File: config.mk
export PLATFORM = sky130hd
export DESIGN_NAME = serial_sub_nib
export DESIGN_NICKNAME = d
export VERILOG_FILES = /design/src/rtl/serial_sub_nib_pkg.sv /design/src/rtl/cla_sub_4.sv /design/src/rtl/serial_sub_nib.sv
export SDC_FILE = /design/constraint.sdc
export NUM_CORES = 1
export LEC_CHECK = 0
export BUFFER_PORTS_ARGS = -buffer_cell sky130_fd_sc_hd__buf_2
export CAP_MARGIN = 30
export CORE_UTILIZATION = 58
export CTS_BUF_LIST = sky130_fd_sc_hd__clkbuf_16
export DETAILED_ROUTE_END_ITERATION = 7
export GPL_TIMING_DRIVEN = 1
export PLACE_DENSITY = 0.87
export SETUP_SLACK_MARGIN = 0.15
export SYNTH_ARGS = -nofsm -noshare
export SYNTH_HDL_FRONTEND = slang
export SYNTH_SLANG_ARGS = --single-unit
File: constraint.sdc
create_clock -name clk -period 6.3 [get_ports clk]
set_input_delay 0.315 -clock clk [delete_from_list [all_inputs] [get_ports clk]]
set_output_delay 0.315 -clock clk [all_outputs]
set_load 0.01 [all_outputs]
File: src/rtl/serial_sub_nib_pkg.sv
// rtl/serial_sub_nib_pkg.sv - shared types and constants for the nibble-serial subtractor
package serial_sub_nib_pkg;

  localparam int NIB_W     = 4;
  localparam int W_DEFAULT = 16;

  typedef enum logic [1:0] {
    IDLE = 2'd0,
    RUN  = 2'd1,
    DONE = 2'd2
  } state_t;

endpackage

File: src/rtl/cla_sub_4.sv
// rtl/cla_sub_4.sv - combinational 4-bit lookahead-borrow subtractor
module cla_sub_4 (
  input  logic [3:0] a,
  input  logic [3:0] b,
  input  logic       bin,
  output logic [3:0] d,
  output logic       bout
);

  // A position generates a borrow when it has 0 - 1, and passes an
  // incoming borrow straight through when both bits are equal.
  logic [3:0] g;
  logic [3:0] p;
  logic [4:0] c;

  assign g = ~a & b;
  assign p = ~(a ^ b);

  // Every borrow is expanded from g/p and bin directly, so no stage waits on another.
  always_comb begin
    c[0] = bin;
    c[1] = g[0]
         | (p[0] & bin);
    c[2] = g[1]
         | (p[1] & g[0])
         | (p[1] & p[0] & bin);
    c[3] = g[2]
         | (p[2] & g[1])
         | (p[2] & p[1] & g[0])
         | (p[2] & p[1] & p[0] & bin);
    c[4] = g[3]
         | (p[3] & g[2])
         | (p[3] & p[2] & g[1])
         | (p[3] & p[2] & p[1] & g[0])
         | (p[3] & p[2] & p[1] & p[0] & bin);
  end

  assign d    = a ^ b ^ c[3:0];
  assign bout = c[4];

endmodule

File: src/rtl/serial_sub_nib.sv
// rtl/serial_sub_nib.sv - nibble-serial subtractor, optional signed overflow via SERIAL_SUB_OVF_EN
module serial_sub_nib
  import serial_sub_nib_pkg::*;
#(
  parameter int W = W_DEFAULT
) (
  input  logic         clk,
  input  logic         rst_n,
  input  logic         in_valid,
  output logic         in_ready,
  input  logic [W-1:0] a,
  input  logic [W-1:0] b,
  input  logic         bin,
  output logic         out_valid,
  input  logic         out_ready,
  output logic [W-1:0] d,
  output logic         bout,
  output logic         ovf
);

  localparam int NIBS  = W / NIB_W;
  localparam int CNT_W = (NIBS > 1) ? $clog2(NIBS) : 1;
  localparam logic [CNT_W-1:0] LAST_NIB = CNT_W'(NIBS - 1);

  state_t state;
  state_t state_nxt;

  logic [W-1:0]     a_q;
  logic [W-1:0]     b_q;
  logic [W-1:0]     d_q;
  logic             borrow_q;
  logic [CNT_W-1:0] cnt;

  logic [NIB_W-1:0] a_nib;
  logic [NIB_W-1:0] b_nib;
  logic [NIB_W-1:0] d_nib;
  logic             bout_nib;
  logic             done;

  // The nibble under work is selected by the counter; the borrow register
  // carries the chain from one nibble to the next.
  assign a_nib = a_q[cnt*NIB_W +: NIB_W];
  assign b_nib = b_q[cnt*NIB_W +: NIB_W];

  cla_sub_4 u_cla_sub_4 (
    .a    (a_nib),
    .b    (b_nib),
    .bin  (borrow_q),
    .d    (d_nib),
    .bout (bout_nib)
  );

  // State register.
  always_ff @(posedge clk or negedge rst_n) begin
    if (!rst_n) begin
      state <= IDLE;
    end else begin
      state <= state_nxt;
    end
  end

  // Next-state and handshake outputs; in_valid only matters in IDLE, so
  // requests during RUN/DONE (including the consume edge) are dropped.
  always_comb begin
    state_nxt = state;
    in_ready  = 1'b0;
    out_valid = 1'b0;
    case (state)
      IDLE: begin
        in_ready = 1'b1;
        if (in_valid) begin
          state_nxt = RUN;
        end
      end
      RUN: begin
        if (cnt == LAST_NIB) begin
          state_nxt = DONE;
        end
      end
      DONE: begin
        out_valid = 1'b1;
        if (out_ready) begin
          state_nxt = IDLE;
        end
      end
      default: begin
        state_nxt = IDLE;
      end
    endcase
  end

  // Operand capture at accept, then one nibble of difference per RUN cycle.
  always_ff @(posedge clk or negedge rst_n) begin
    if (!rst_n) begin
      a_q      <= '0;
      b_q      <= '0;
      d_q      <= '0;
      borrow_q <= 1'b0;
      cnt      <= '0;
    end else begin
      case (state)
        IDLE: begin
          if (in_valid) begin
            a_q      <= a;
            b_q      <= b;
            d_q      <= '0;
            borrow_q <= bin;
            cnt      <= '0;
          end
        end
        RUN: begin
          d_q[cnt*NIB_W +: NIB_W] <= d_nib;
          borrow_q                <= bout_nib;
          if (cnt != LAST_NIB) begin
            cnt <= cnt + CNT_W'(1);
          end
        end
        default: begin
        end
      endcase
    end
  end

  // Results are only visible in DONE so partial nibbles never leak out.
  assign done = (state == DONE);
  assign d    = done ? d_q : '0;
  assign bout = done & borrow_q;

`ifdef SERIAL_SUB_OVF_EN
  assign ovf = done && (a_q[W-1] != b_q[W-1]) && (d_q[W-1] != a_q[W-1]);
`else
  assign ovf = 1'b0;
`endif

endmodule

==> run metrics, run 1 <==
status=completed; syn_area_per_cell=12.5 um2; TritonCTS clock tree=built; Nets=314; WP data arrival=3.02 ns; Clock Tree Root=clkbuf_16; final setup violating endpoints=0; top achievable clock speed=0.359 GHz; cts hold-fix bufs=0; fill cell count=307; Worst Tran Pin Value=0.837 ns; DR vias=1807; Site Rows=24; Sinks on Clock Net=53; CTS Buf Count=5; Synth area leader=dfrtp_1; Reg clk slew, reported paths=0.07 ns; Synth top area share=49.7%; XOR/XNOR share of the synthesized area=0.328%; Startpoint Class=flip-flop; GRT Overall Usage=22.7%; Pint=0.00110 W; Layout area overhead=16.8%; Seq/Total Area, Yosys=49.7%; Crit path largest cell delay=0.80 ns; Synth Net Count=261; mux cell area share after synthesis=20.7%; die width=69.8 um; Post-DP HPWL=3660 um; cts repair resizes=0; worst hold path class=input pin to async pin; RSZ-0062 raised after global routing=no; ranking of synthesized cells by area=dfrtp_1 50%, mux2_2 14%, mux4_2 6.8%; post-synthesis compound-gate area fraction=8.96%; Most used DFF post-synth=dfrtp_1; grt ovf=0; setup bufs post-CTS=0; part of the power in registers=35.5%; switching part of the total=37.9%; critical path peak fanout=15; drc violations=0; Post-Synth Adder-Cell Area=4.97%; cells after synthesis=214; clock power share=17.2%; most common library cells after synthesis=53 x dfrtp_1, 33 x mux2_2, 20 x nand2_1; Routed Antenna Nets=0; synthesized area=2670 um2; core region area=4380 um2; PwrDens=570 nW/um2; Die Height=69.8 um; total wire length=4960 um; WP data required=6.53 ns; IO buf count=55; Final min period=2.79 ns; most frequent cell after synthesis=dfrtp_1; crit path cell chain=mux4_2 > inv_1 > ha_1 > a211oi_1 > nor2_1 > o311ai_2 > a32o_1; Fin Clk Skew=0.00577 ns; clock latency on the worst-skew pair=0.29 ns; r2r setup slk=3.51 ns; worst r2r dst=d_q[15]; Max-cap violations=0; largest net degree at the start of global routing=28; VDD IR max=0.360 mV; DRT Pass-1 Iters=4; GP Congestion=0.785; worst r2r src=cnt[0]; starting density of the core=60.8%; async set or reset register ratio after synthesis=100%; layout cells sized above 1=40.7%; Max-Slew Margin vs Limit=44.1%; DRT iter0 DRCs=94; initial antenna violation count=0; CTS Buffer Depth=2; Yosys reg bits=53; Comb power frac=47.3%; Worst setup EP type=flip-flop; Wirelength per Cell=15.5 um; Avg Vias per Cell=5.65; Post-synth EDFFs=0; critical path type=flip-flop to flip-flop; setup TNS=0 ns; Crit. Startpoint=cnt[0]; ant diodes=0; Worst path slowest cell=dfrtp_1; die area=4870 um2; R2R cell count=7; number of distinct library cells after synthesis=34; Synth warnings=0; Total Power=0.00178 W; Final Hold Viols=0; worst setup path end=d_q[15]; crit share post-route=44.3%; # IOs=57; Post-Synth Simple-Gate Area=10.6%; NetSw=0.000673 W; Slew Limit Fails=0; leak pwr=1.51 nW; number of global-route vias before repair=1849; depth of the CTS H-tree=2; first-pass GRT wire length=8600 um; main combinational cell family by area after synthesis=multiplexers
[layout make-up]
cell class / count / area (um2) / share of cell area [%]
multi-input cells: 140 / 1220 / 39.1
well taps: 52 / 65.1 / 2.09
inverters: 10 / 37.5 / 1.20
clock buffers: 5 / 125 / 4.01
repair buffers: 57 / 303 / 9.71
clock inverters: 3 / 41.3 / 1.32
flip-flops and latches: 53 / 1330 / 42.6
[worst max-delay path, delay by kind of cell, from the launching register on]
family / cells / cell delay (ns)
AO/OA/AOI/OAI: 3 / 0.84
flip-flops: 1 / 0.80
multiplexers: 1 / 0.59
adder cells (fa/ha/maj): 1 / 0.26
buffers and inverters: 1 / 0.13
AND/OR/NAND/NOR: 1 / 0.11
[placed cells by master, fill, tap and decap left out, types with 2 or more instances in the layout]
cell type / count
buf_2: 55
dfrtp_1: 53
mux2_2: 33
nand2_1: 20
and2_1: 18
o21ai_0: 14
inv_1: 10
ha_1: 9
mux4_2: 8
a21o_1: 6
a22o_1: 5
clkbuf_16: 5
nor2_1: 4
a21oi_1: 3
nor2b_1: 2
a211oi_1: 2
[worst min-delay path by stage]
stage / slack (ns) / cells past startpoint / endpoint / start
floorplan: 0.02 / 0 / a_q[0] / rst_n
global placement: 0.46 / 2 / d_q[14] / d_q[14]
detailed placement: 0.37 / 1 / d_q[5] / rst_n
CTS: 0.06 / 1 / d_q[12] / rst_n
global route: 0.08 / 1 / d_q[12] / rst_n
finish: 0.03 / 1 / d_q[5] / rst_n
[registers in the layout, summed over array words and instances (netlist names)]
name and cells:
a_q 16, b_q 16, d_q 16, cnt 2, state 2, borrow_q 1
[cell families after synthesis]
group           after synthesis
fa+ha+maj                    10
flops                        53
mux                          41
xor+xnor                      1
buf+inv                      21
other cells                   1
compound gates               35
simple gates                 52
[metrics by stage]
step	setup WS, ns	instance area (um2)	hold slack [ns]	cells	util, %
3_5_place_dp	3.55	2950	0.366	312	67.3
4_1_cts	3.50	3120	0.0603	320	71.1
5_1_grt	3.26	3120	0.0820	320	71.1
6_report	3.51	3120	0.0339	320	71.1
2_1_floorplan	3.97	2670	0.0194	214	-
3_3_place_gp	3.65	2930	0.455	311	66.8
[per-layer routing]
layer / global-route usage (%) / wire [um] / up-vias
li1: - / - / 864
met5: 0 / 0 / -
met3: 5.38 / 243 / 7
met2: 36.8 / 2380 / 54
met1: 30.5 / 2270 / 882
met4: 7.11 / 61 / 0
[power groups by stage]
stage | sequential, W | clock, W | combinational [W]
3_3_place_gp | 0.000630 | 0 | 0.000791
3_5_place_dp | 0.000637 | 0 | 0.000829
5_1_grt | 0.000657 | 0.000321 | 0.000933
6_report | 0.000630 | 0.000306 | 0.000841
2_1_floorplan | 0.000564 | 0 | 0.000711
4_1_cts | 0.000632 | 0.000309 | 0.000843
No activity file was read; power rests on OpenSTA's default activity.
==> run 2: changes to the inputs <==
CORE_UTILIZATION = 54   (was 58)
PLACE_DENSITY = 0.82   (was 0.87)
clock period = 2.64 ns   (was 6.3 ns; I/O delays follow)
==> run 2 against run 1 <==
Effect of this change: sequential share of layout area is 0.49 points lower; clock skew rose by 0.0011 ns; highest routed layer unchanged; critical path depth unchanged.
==> run metrics, run 2 (synthesized netlist as in run 1, its figures left out) <==
status=completed (unchanged); Worst Tran Pin Value=0.571 ns (was 0.837 ns); ant diodes=0 (unchanged); max layer used=met4 (unchanged); starting density of the core=56.5% (was 60.8%); Avg Vias per Cell=5.33 (was 5.65); Startpoint Class=flip-flop (unchanged); VDD IR max=0.858 mV (was 0.360 mV); Met2 Routed Length=2450 um (was 2380 um); RSZ-0062 raised after global routing=no (unchanged); leak pwr=1.53 nW (was 1.51 nW); final core occ=66.9% (was 71.1%); # IOs=57 (unchanged); Final min period=2.34 ns (was 2.79 ns); Crit path largest cell delay=0.53 ns (was 0.80 ns); TritonCTS clock tree=built (unchanged); WP data required=2.80 ns (was 6.53 ns); grt ovf=0 (unchanged); clock latency on the worst-skew pair=0.29 ns (about the same); Final Cell Area=3160 um2 (was 3120 um2); Clock Tree Root=clkbuf_16 (unchanged); Nets=318 (was 314); fill cell count=363 (was 307); Wirelength per Cell=14.8 um (was 15.5 um); Max-Slew Margin vs Limit=61.9% (was 44.1%); Max-cap violations=0 (unchanged); Worst path slowest cell=mux4_2 (was dfrtp_1); die width=72.3 um (was 69.8 um); Layout area overhead=18.4% (was 16.8%); filler-free cell count of the finished design=339 (was 320); core region area=4720 um2 (was 4380 um2); WP data arrival=2.50 ns (was 3.02 ns); Post-DP HPWL=3700 um (was 3660 um); met1 WL=2240 um (was 2270 um); DRT iter0 DRCs=127 (was 94); GRT Overall Usage=20.9% (was 22.7%); Pint=0.00263 W (was 0.00110 W); initial antenna violation count=0 (unchanged); number of global-route vias before repair=1753 (was 1849); CTS Buf Count=5 (unchanged); CTS Buffer Depth=2 (unchanged); top achievable clock speed=0.427 GHz (was 0.359 GHz); switching part of the total=38.9% (was 37.9%); final setup violating endpoints=0 (unchanged); Sinks on Clock Net=53 (unchanged); clock power share=14.7% (was 17.2%); largest net degree at the start of global routing=29 (was 28); Die Height=72.3 um (was 69.8 um); Hold Slack=0.0430 ns (was 0.0339 ns); Reg clk slew, reported paths=0.07 ns (about the same); Fin Clk Skew=0.00686 ns (was 0.00577 ns); most frequent cells in the layout=55 x buf_2, 51 x dfrtp_1, 33 x mux2_2, 20 x nand2_1, 18 x and2_1 (was 55 x buf_2, 53 x dfrtp_1, 33 x mux2_2, 20 x nand2_1, 18 x and2_1); critical path type=flip-flop to flip-flop (unchanged); NetSw=0.00167 W (was 0.000673 W); first-pass GRT wire length=8300 um (was 8600 um); Routed Antenna Nets=0 (unchanged); IO buf count=55 (unchanged); worst hold path class=input pin to flip-flop (was input pin to async pin); layout cells sized above 1=42.3% (was 40.7%); PwrDens=1360 nW/um2 (was 570 nW/um2); crit share post-route=88.8% (was 44.3%); Site Rows=25 (was 24); placed cell area=2990 um2 (was 2950 um2); critical path peak fanout=7 (was 15); DRT Pass-1 Iters=4 (unchanged); Worst setup EP type=flip-flop (unchanged); part of the power in registers=34.7% (was 35.5%); Slew Limit Fails=0 (unchanged); Met3 Wirelength=226 um (was 243 um); total wire length=5010 um (was 4960 um); Final Hold Viols=0 (unchanged); DR vias=1807 (unchanged); Comb power frac=50.6% (was 47.3%); die area=5230 um2 (was 4870 um2); crit path cell chain=mux4_2 > inv_1 > ha_1 > a211oi_1 > nor2_2 > nor2_1 > o21ai_0 (was mux4_2 > inv_1 > ha_1 > a211oi_1 > nor2_1 > o311ai_2 > a32o_1); GP Congestion=0.897 (was 0.785); most common cell after layout, fill and taps aside=buf_2 (unchanged); setup TNS=0 ns (unchanged); Inst Count DP=330 (was 312); drc violations=0 (unchanged); top flop regs=a_q: 16 flops, b_q: 16 flops, d_q: 16 flops (unchanged); depth of the CTS H-tree=2 (unchanged)
[run 2: critical path: cells and delay by family (launching register included)]
kind / cells / cell delay [ns]
mux: 1 / 0.53
fa+ha+maj: 1 / 0.26
buf+inv: 1 / 0.12
simple gates: 2 / 0.39
flops: 1 / 0.48
compound gates: 2 / 0.45
[run 2: stage by stage]
step / power (W) / worst slack (ns)
after floorplan: 0.00304 / 0.308
after global placement: 0.00349 / 0.207
after detailed placement: 0.00356 / 0.179
after CTS: 0.00422 / 0.157
after global routing: 0.00459 / 0.149
final: 0.00431 / 0.297
[run 2: routing by layer]
| layer | GRT usage, % | vias to the layer above |
|---|---|---|
| met3 | 5.00 | 13 |
| met5 | 0 | - |
| li1 | - | 867 |
| met1 | 28.5 | 867 |
| met2 | 32.7 | 60 |
| met4 | 7.84 | 0 |
[run 2: worst paths after layout]
path                                start       end  slack (ns)  cells past startpoint
worst max-delay path               cnt[0]    d_q[2]        0.30                      7
max in group asynchronous           rst_n    cnt[1]        1.48                      3
worst min register to register     d_q[6]    d_q[6]        0.47                      2
worst max register to register     cnt[0]    d_q[2]        0.30                      7
worst min-delay path            out_ready  state[1]        0.04                      2
min in group asynchronous           rst_n    b_q[2]        0.37                      2
[run 2: area by class of cell]
cell class | count | area [um2] | share of cell area [%]
multi-input combinational | 140 | 1230 | 39.0
tap | 67 | 83.8 | 2.65
clock inverter | 3 | 17.5 | 0.554
timing repair buffer | 61 | 335 | 10.6
inverter | 10 | 37.5 | 1.19
sequential | 53 | 1330 | 42.1
clock buffer | 5 | 125 | 3.96
[run 2: power by group through the flow]
stage	Clock, W	Sequential [W]	Combinational [W]
floorplan	0	0.00135	0.00170
global placement	0	0.00149	0.00200
detailed placement	0	0.00150	0.00206
CTS	0.000646	0.00149	0.00208
global route	0.000681	0.00155	0.00236
finish	0.000631	0.00150	0.00218
[run 2: what timing repair did]
action                     in CTS  in global routing
hold buffers                    1                  0
setup buffers                   0                  0
setup endpoints to repair       0                  9
gates resized for setup         0                  4
hold endpoints to repair       25                  0
